**config.mk**
```make
export PLATFORM = sky130hd
export DESIGN_NAME = hit_decoder
export DESIGN_NICKNAME = d
export VERILOG_FILES = /design/src/rtl/bytebasher_pkg.sv /design/src/rtl/sync_debounce.sv /design/src/rtl/hit_decoder.sv
export SDC_FILE = /design/constraint.sdc
export NUM_CORES = 1
export LEC_CHECK = 0
export BUFFER_PORTS_ARGS = -buffer_cell sky130_fd_sc_hd__buf_2
export CAP_MARGIN = 10
export CORE_MARGIN = 3
export CORE_UTILIZATION = 62
export DETAILED_ROUTE_END_ITERATION = 12
export PLACE_DENSITY = 0.94
export SLEW_MARGIN = 5
export SYNTH_ARGS = -nofsm -noshare
export SYNTH_HDL_FRONTEND = slang
export SYNTH_SLANG_ARGS = --single-unit
```
**constraint.sdc**
```tcl
create_clock -name clk -period 4.3 [get_ports clk]
set_input_delay 0.86 -clock clk [delete_from_list [all_inputs] [get_ports clk]]
set_output_delay 0.86 -clock clk [all_outputs]
set_load 0.02 [all_outputs]
```
**src/rtl/bytebasher_pkg.sv**
```systemverilog
// Shared definitions for the ByteBasher hole-sensor path: widths, FSM states
// and small combinational helpers on hit codes.
package bytebasher_pkg;

    localparam int HOLE_ID_W               = 2;
    localparam int HIT_CODE_W              = 4;
    localparam int HIT_COUNT_W             = 8;
    localparam int DEFAULT_DEBOUNCE_CYCLES = 50000;

    typedef enum logic [1:0] {
        S_IDLE         = 2'd0,
        S_PULSE        = 2'd1,
        S_WAIT_RELEASE = 2'd2
    } hit_state_e;

    // Index of the lowest set bit; scanning downward lets the lowest bit win.
    function automatic logic [HOLE_ID_W-1:0] lowest_set_index(
        input logic [HIT_CODE_W-1:0] code
    );
        logic [HOLE_ID_W-1:0] idx;
        idx = {HOLE_ID_W{1'b0}};
        for (int i = HIT_CODE_W - 1; i >= 0; i--) begin
            if (code[i]) begin
                idx = HOLE_ID_W'(i);
            end else begin
                idx = idx;
            end
        end
        return idx;
    endfunction

    // True when clearing the lowest set bit still leaves a bit set.
    function automatic logic more_than_one_set(
        input logic [HIT_CODE_W-1:0] code
    );
        return ((code & (code - {{(HIT_CODE_W-1){1'b0}}, 1'b1})) != {HIT_CODE_W{1'b0}});
    endfunction

endpackage

```
**src/rtl/sync_debounce.sv**
```systemverilog
// Two-flop synchronizer followed by a stability counter; the debounced code
// only follows the input after it has held for DEBOUNCE_CYCLES cycles.
module sync_debounce #(
    parameter int WIDTH           = 4,
    parameter int DEBOUNCE_CYCLES = 50000,
    parameter int CNT_W           = 16
) (
    input  logic             clk,
    input  logic             resetn,
    input  logic [WIDTH-1:0] i_async,
    output logic [WIDTH-1:0] o_db_code
);

    localparam logic [CNT_W-1:0] CNT_MAX = CNT_W'(DEBOUNCE_CYCLES);

    logic [WIDTH-1:0] r_meta;
    logic [WIDTH-1:0] r_sync;
    logic [WIDTH-1:0] r_sync_prev;
    logic [CNT_W-1:0] r_cnt;
    logic [WIDTH-1:0] r_db_code;
    logic [CNT_W-1:0] w_cnt_next;

    // Next counter value: restart on any change of the synchronized code.
    always_comb begin
        w_cnt_next = r_cnt;
        if (r_sync != r_sync_prev) begin
            w_cnt_next = {CNT_W{1'b0}};
        end else if (r_cnt == CNT_MAX) begin
            w_cnt_next = CNT_MAX;
        end else begin
            w_cnt_next = r_cnt + CNT_W'(1);
        end
    end

    // Synchronizer, change detector, counter and debounced code registers.
    always_ff @(posedge clk) begin
        if (!resetn) begin
            r_meta      <= {WIDTH{1'b0}};
            r_sync      <= {WIDTH{1'b0}};
            r_sync_prev <= {WIDTH{1'b0}};
            r_cnt       <= {CNT_W{1'b0}};
            r_db_code   <= {WIDTH{1'b0}};
        end else begin
            r_meta      <= i_async;
            r_sync      <= r_meta;
            r_sync_prev <= r_sync;
            r_cnt       <= w_cnt_next;
            if (w_cnt_next == CNT_MAX) begin
                r_db_code <= r_sync;
            end else begin
                r_db_code <= r_db_code;
            end
        end
    end

    assign o_db_code = r_db_code;

endmodule

```
**src/rtl/hit_decoder.sv**
```systemverilog
// Turns the debounced Arduino hole code into one pulse per press, with the
// hole index, a multi-hole flag and a saturating hit counter.
module hit_decoder
    import bytebasher_pkg::*;
#(
    parameter int DEBOUNCE_CYCLES = DEFAULT_DEBOUNCE_CYCLES,
    parameter int CNT_W           = 16
) (
    input  logic                   clk,
    input  logic                   resetn,
    input  logic [HIT_CODE_W-1:0]  ard_hit,
    input  logic                   enable,
    input  logic                   clear_count,
    output logic                   hit_valid,
    output logic [HOLE_ID_W-1:0]   hit_id,
    output logic                   hit_multi,
    output logic [HIT_COUNT_W-1:0] hit_count,
    output logic                   busy
);

    localparam logic [HIT_COUNT_W-1:0] COUNT_MAX = {HIT_COUNT_W{1'b1}};

    logic [HIT_CODE_W-1:0]  w_db_code;
    logic                   w_db_nonzero;
    logic                   w_take_hit;
    hit_state_e             r_state;
    hit_state_e             w_state_next;
    logic                   r_hit_valid;
    logic [HOLE_ID_W-1:0]   r_hit_id;
    logic                   r_hit_multi;
    logic [HIT_COUNT_W-1:0] r_hit_count;
    logic                   r_busy;

    sync_debounce #(
        .WIDTH           (HIT_CODE_W),
        .DEBOUNCE_CYCLES (DEBOUNCE_CYCLES),
        .CNT_W           (CNT_W)
    ) u_sync_debounce (
        .clk       (clk),
        .resetn    (resetn),
        .i_async   (ard_hit),
        .o_db_code (w_db_code)
    );

    assign w_db_nonzero = (w_db_code != {HIT_CODE_W{1'b0}});

    // Next-state logic; a code seen while disabled is swallowed until release.
    always_comb begin
        w_state_next = r_state;
        case (r_state)
            S_IDLE: begin
                if (w_db_nonzero && enable) begin
                    w_state_next = S_PULSE;
                end else if (w_db_nonzero) begin
                    w_state_next = S_WAIT_RELEASE;
                end else begin
                    w_state_next = S_IDLE;
                end
            end
            S_PULSE: begin
                w_state_next = S_WAIT_RELEASE;
            end
            S_WAIT_RELEASE: begin
                if (!w_db_nonzero) begin
                    w_state_next = S_IDLE;
                end else begin
                    w_state_next = S_WAIT_RELEASE;
                end
            end
            default: begin
                w_state_next = S_IDLE;
            end
        endcase
    end

    assign w_take_hit = (r_state == S_IDLE) && (w_state_next == S_PULSE);

    // State register and registered outputs derived from the next state.
    always_ff @(posedge clk) begin
        if (!resetn) begin
            r_state     <= S_IDLE;
            r_hit_valid <= 1'b0;
            r_hit_id    <= {HOLE_ID_W{1'b0}};
            r_hit_multi <= 1'b0;
            r_busy      <= 1'b0;
        end else begin
            r_state     <= w_state_next;
            r_hit_valid <= (w_state_next == S_PULSE);
            r_busy      <= (w_state_next == S_PULSE) || (w_state_next == S_WAIT_RELEASE);
            if (w_take_hit) begin
                r_hit_id    <= lowest_set_index(w_db_code);
                r_hit_multi <= more_than_one_set(w_db_code);
            end else begin
                r_hit_id    <= r_hit_id;
                r_hit_multi <= r_hit_multi;
            end
        end
    end

    // Saturating hit counter; a clear request beats a coincident pulse.
    always_ff @(posedge clk) begin
        if (!resetn) begin
            r_hit_count <= {HIT_COUNT_W{1'b0}};
        end else if (clear_count) begin
            r_hit_count <= {HIT_COUNT_W{1'b0}};
        end else if (r_hit_valid && (r_hit_count != COUNT_MAX)) begin
            r_hit_count <= r_hit_count + HIT_COUNT_W'(1);
        end else begin
            r_hit_count <= r_hit_count;
        end
    end

    assign hit_valid = r_hit_valid;
    assign hit_id    = r_hit_id;
    assign hit_multi = r_hit_multi;
    assign hit_count = r_hit_count;
    assign busy      = r_busy;

endmodule

```
* After elaboration in Yosys (flattened, before gate mapping)
Cells that the tools add are included.
** Storage, ports and cells
- Bits in registers :: 47
- Input bits :: 8
- Output and inout port bits :: 13
- Logic and storage cells :: 41
** Operators by class
- Add/subtract/negate cells :: 3
- Equal/unequal tests :: 8
- Multiplexer cells :: 9
- Bitwise gates (word level) :: 2
- Reductions and logical operators :: 8
** Operator list (count)
- 16-bit == test, second input constant :: 2
- 16-bit 2-to-1 mux :: 2
- 16-bit by 1-bit adder with 16-bit output, second input constant :: 1
- 2-bit 2-to-1 mux :: 6
- 8-bit by 1-bit adder with 8-bit output, second input constant :: 1
- 8-bit != test, second input constant :: 1
- 4-bit nonzero test :: 2
- 2-bit case mux with 3 select lines :: 1
- 4-bit AND :: 1
- 2-bit by 1-bit == test with 1-bit output, second input constant :: 2
- 2-bit == test, second input constant :: 2
- 4-bit != test :: 1
- 4-bit by 1-bit subtractor with 4-bit output, second input constant :: 1
- 1-bit logical AND :: 3
- 2-bit logical NOT :: 1
- 2-bit OR reduction :: 1
- 1-bit logical OR :: 1
- 1-bit NOT :: 1

* Longest topological paths before layout
- Depth after elaboration :: 6
- Mapped depth :: 8
- Depth with buffers taken out :: 8

* By module
From an unflattened synthesis, not the netlist that was laid out.
** Second synthesis, totals
- Cells, all modules :: 235
- Area, all modules :: 2220.9 um^2
** By module, submodules not included
- sync_debounce :: times used 1, cells an instance 155, area an instance 1508.9 um^2, sequential area each 640.6 um^2
- hit_decoder :: times used 1, cells an instance 80, area an instance 711.9 um^2, sequential area each 300.3 um^2

* Worst setup path after synthesis
OpenSTA, ideal clock, no wires.
- Kind :: reg-to-reg
- Start point :: reg u_sync_debounce.r_cnt[12]
- End point :: reg u_sync_debounce.r_db_code[0], in the netlist u_sync_debounce.o_db_code[0]
- Setup time :: 0.123 ns
- Data arrival time :: 2.023 ns
- Data required time :: 4.177 ns
- Path slack :: 2.153 ns
- Cell stages (with the launch flop) :: 8
- Path buffers :: 1
- Period minus slack after synthesis :: 2.147 ns
- Cell sequence :: dfxtp_1 -> buf_6 -> or2_1 -> or4_4 -> nor4_4 -> a41oi_1 -> a2111o_1 -> mux2i_1
** Between the ends
- Word-level cells in the longest chain between the ends :: 4
- Elaborated cells between the ends (all ways) :: 5
- Those cells by class :: add/sub: 1; eq/ne: 2; mux: 2
** RTL lines
- start: declaration :: RTL line sync_debounce.sv:19 : logic [CNT_W-1:0] r_cnt;
- start signal: assignment :: RTL line sync_debounce.sv:41 : r_cnt <= {CNT_W{1'b0}};
- start signal: assignment :: RTL line sync_debounce.sv:47 : r_cnt <= w_cnt_next;
- 16-bit by 1-bit adder with 16-bit output / 16-bit == test (equally long branches) :: RTL line sync_debounce.sv:31, sync_debounce.sv:28
- 16-bit 2-to-1 mux * :: RTL line sync_debounce.sv:28 : end else if (r_cnt == CNT_MAX) begin
- 16-bit 2-to-1 mux * :: RTL line sync_debounce.sv:26 : if (r_sync != r_sync_prev) begin
- 16-bit == test * :: RTL line sync_debounce.sv:48 : if (w_cnt_next == CNT_MAX) begin
- end signal: assignment :: RTL line sync_debounce.sv:42 : r_db_code <= {WIDTH{1'b0}};
- end signal: assignment :: RTL line sync_debounce.sv:49 : r_db_code <= r_sync;
- end signal: assignment :: RTL line sync_debounce.sv:51 : r_db_code <= r_db_code;
- end: declaration :: RTL line sync_debounce.sv:20 : logic [WIDTH-1:0] r_db_code;
Every way passes the cells marked *; elsewhere a longest branch is shown, timed or not.
A chain may end at the register's enable or synchronous reset.

* Final worst setup path
- Start point :: reg u_sync_debounce.r_cnt[12]
- End point :: reg u_sync_debounce.r_db_code[1], in the netlist u_sync_debounce.o_db_code[1]
Same word-level chain as after synthesis.

==> results.md <==
- Final setup TNS: 0 ns
- Warnings from Yosys: 0
- Max-slew headroom: 0.5635
- Multi-input gate area: 0.001051 mm²
- Vias per std cell: 5.399
- Synth unique cells: 36
- Clk_skew: 0.004633 ns
- Clk Latency, worst-skew pair: 0.38 ns
- First-pass GRT wire length: 6810 µm
- P&R area growth vs syn: 9.670%
- Final ANT Viol Nets: 0
- Syn_nets: 246
- Share of cells above drive strength 1: 0.1299
- Post-CTS Resized: 0
- Die Area: 0.004092 mm²
- GRT Util Overall: 0.2127
- Critical Path Start Type: flip-flop
- Grt ovf: 0
- Post-synthesis register bit count: 47
- Syn Inst Count: 234
- Primary FF master, synth: dfxtp_1
- CTS tree: done
- Seq/Total Area, Yosys: 0.4517
- DR iter-0 viols: 42
- # hold bufs at CTS: 0
- Mapped Avg Cell Area: 8.903 µm²
- Num Clock Sinks: 47
- FMAX: 0.4361 GHz
- Fillers: 217
- Reg2reg start: u_sync_debounce.r_cnt[12]
- Hold Path Class: flip-flop to flip-flop
- DP HPWL: 2680 µm
- Final Cycle Share: 0.5332
- Largest net degree at the start of global routing: 27
- Ports: 21
- Post-Syn Area: 0.002083 mm²
- Clk root buf: clkbuf_4
- GP Congestion: 0.8614
- Vias in the first global route: 1532
- Aggregate routed wire length: 3914 µm
- Crit Path Max Fanout: 6
- Die X: 63.97 µm
- DRC viols: 0
- Fin crit period: 2.293 ns
- Initial Util: 0.6660
- DR pass1 iterations: 4
- Vias: 1609
- Origin of the worst setup path: u_sync_debounce.r_cnt[12]
- # Max-Cap Violations: 0
- Core Footprint: 0.003128 mm²
- WP data required: 4.58 ns
- Synth async-reset ratio: 0
- Worst setup slack after layout: 2.007 ns
- Fin nets: 265
- Pwr per Cell Area: 328.4 mW/mm²
- H-tree levels: 2
- PortBufs: 20
- Setup CP Type: flip-flop to flip-flop
- Fin. max-slew vios: 0
- RSZ-0062 raised after global routing: no
- Initial antenna violation count: 0
- Diodes inserted: 0
- Least-Margin Pin Slew: 0.6488 ns
- Clk slew on worst S/H paths: 0.14 ns
- Final count of hold timing violations: 0
- Final setup vio count: 0
- Die Y: 63.97 µm
- DR WL/cell: 13.13 µm
- DP Worst Slack: 2.043 ns
- TritonCTS Buffers: 5
- Setup bufs post-CTS: 0
- Max Root-Sink Buffers: 2
- Post-synth EDFFs: 0
- Worst VDD drop: 318.2 µV
- HP Start: u_sync_debounce.r_meta[2]
- Register area: 940.9 µm²
- WP data arrival: 2.57 ns
- Leakage: 0.9260 nW
- Status: finished, final reports clean
- Std-Cell Rows: 20
- Crit end category: flip-flop
==> final timing paths <==
check                           cells after the start  slack, ns                           end
worst max-delay path                                6       2.01  u_sync_debounce.o_db_code[1]
worst min-delay path                                1       0.45     u_sync_debounce.r_sync[2]
worst max register to register                      6       2.01  u_sync_debounce.o_db_code[1]
worst min register to register                      1       0.45     u_sync_debounce.r_sync[2]
==> stage by stage <==
stage | util | std cells | total power, mW | instance area [µm²] | hold slack (ns)
floorplan | - | 234 | 0.4722 | 2083 | 0.4119
global placement | 0.7032 | 290 | 0.4799 | 2200 | 0.4150
detailed placement | 0.7032 | 290 | 0.4813 | 2200 | 0.4199
CTS | 0.7304 | 298 | 0.7528 | 2285 | 0.4532
global route | 0.7304 | 298 | 0.7754 | 2285 | 0.4715
finish | 0.7304 | 298 | 0.7503 | 2285 | 0.4516
==> layout make-up <==
class | count | area share
Timing Repair Buffer | 20 | 0.04381
Inverter | 14 | 0.02300
Sequential cell | 47 | 0.4118
Clock inverter | 3 | 0.02081
Multi-Input combinational cell | 165 | 0.4600
Clock buffer | 5 | 0.01643
Tap cell | 44 | 0.02410
==> synth_stat cells, types with 2 or more instances <==
library cell / n / area share
ha_1: 4 / 0.024
xor2_1: 17 / 0.071
xnor2_1: 12 / 0.050
mux2i_1: 7 / 0.034
and2_1: 10 / 0.030
nand2_1: 19 / 0.034
a21oi_1: 8 / 0.019
or2_1: 2 / 0.0060
nand4_1: 6 / 0.018
nor3_1: 8 / 0.019
dfxtp_1: 47 / 0.45
and3_1: 5 / 0.015
or2_2: 2 / 0.0060
nor2_1: 30 / 0.054
nand3_1: 8 / 0.019
inv_1: 14 / 0.025
a41oi_1: 2 / 0.0084
nor2b_1: 8 / 0.024
clkbuf_1: 5 / 0.0090
nor4_1: 4 / 0.012
==> sequential cells by signal (all words and copies together) (netlist names) <==
register                     cells
busy                             1
hit_id                           2
u_sync_debounce.r_sync           4
r_state                          2
u_sync_debounce.o_db_code        4
u_sync_debounce.r_meta           4
u_sync_debounce.r_sync_prev      4
hit_valid                        1
u_sync_debounce.r_cnt           16
hit_count                        8
hit_multi                        1
==> critical path: stages, from the launching register on <==
cell and delay, ns:
dfxtp_1 0.41, or2_1 0.26, or4_4 0.50, nor4_4 0.30, a41oi_1 0.08, a2111o_1 0.49, mux2i_1 0.16
==> metal layers <==
metal  wire (µm)  track usage  vias to the layer above
li1            -            -                      814
met3         161      0.05800                        9
met1        1838       0.2684                      750
met4          78      0.07817                        0
met5           0            0                        -
met2        1835       0.3458                       36
==> cells by family (layout without fill, tap and decap cells) <==
family                   Yosys count  after routing  synth area share
XOR/XNOR                          29             29            0.1219
AO/OA/AOI/OAI                     15             15           0.04625
AND/OR/NAND/NOR                  109            109            0.2739
adder cells (fa/ha/maj)            5              5           0.02883
buffers and inverters             22             42           0.04384
multiplexers                       7              7           0.03363
flip-flops                        47             47            0.4517
==> report_power, final <==
group	switching (mW)	internal (mW)	leakage (nW)
clock	0.153	0.125	0.0458
sequential	0.00430	0.442	0.381
combinational	0.0162	0.00970	0.499
==> cells in the final DEF (no fill, tap or decap) <==
cell type	n
mux2i_1	7
nor2b_1	8
nand4b_1	1
maj3_1	1
nand2b_1	1
or4b_1	1
nand2_1	19
and4_1	1
a311oi_1	1
nor4_4	1
dfxtp_1	47
ha_1	4
nor3_1	8
o21ai_0	1
xor2_1	17
clkinv_4	1
or4_4	1
and3_1	5
nand4_1	6
clkbuf_4	5
a31oi_1	1
nor2_1	30
bufinv_16	1
buf_2	20
or2_1	2
a41oi_1	2
nor4_1	4
inv_6	1
and2_1	10
a21oi_1	8
a2111o_1	1
xnor2_1	12
nand3_1	8
or3b_2	1
a211oi_1	1
inv_1	14
or2_2	2
Note: power is estimated with default switching activity, not from simulation.
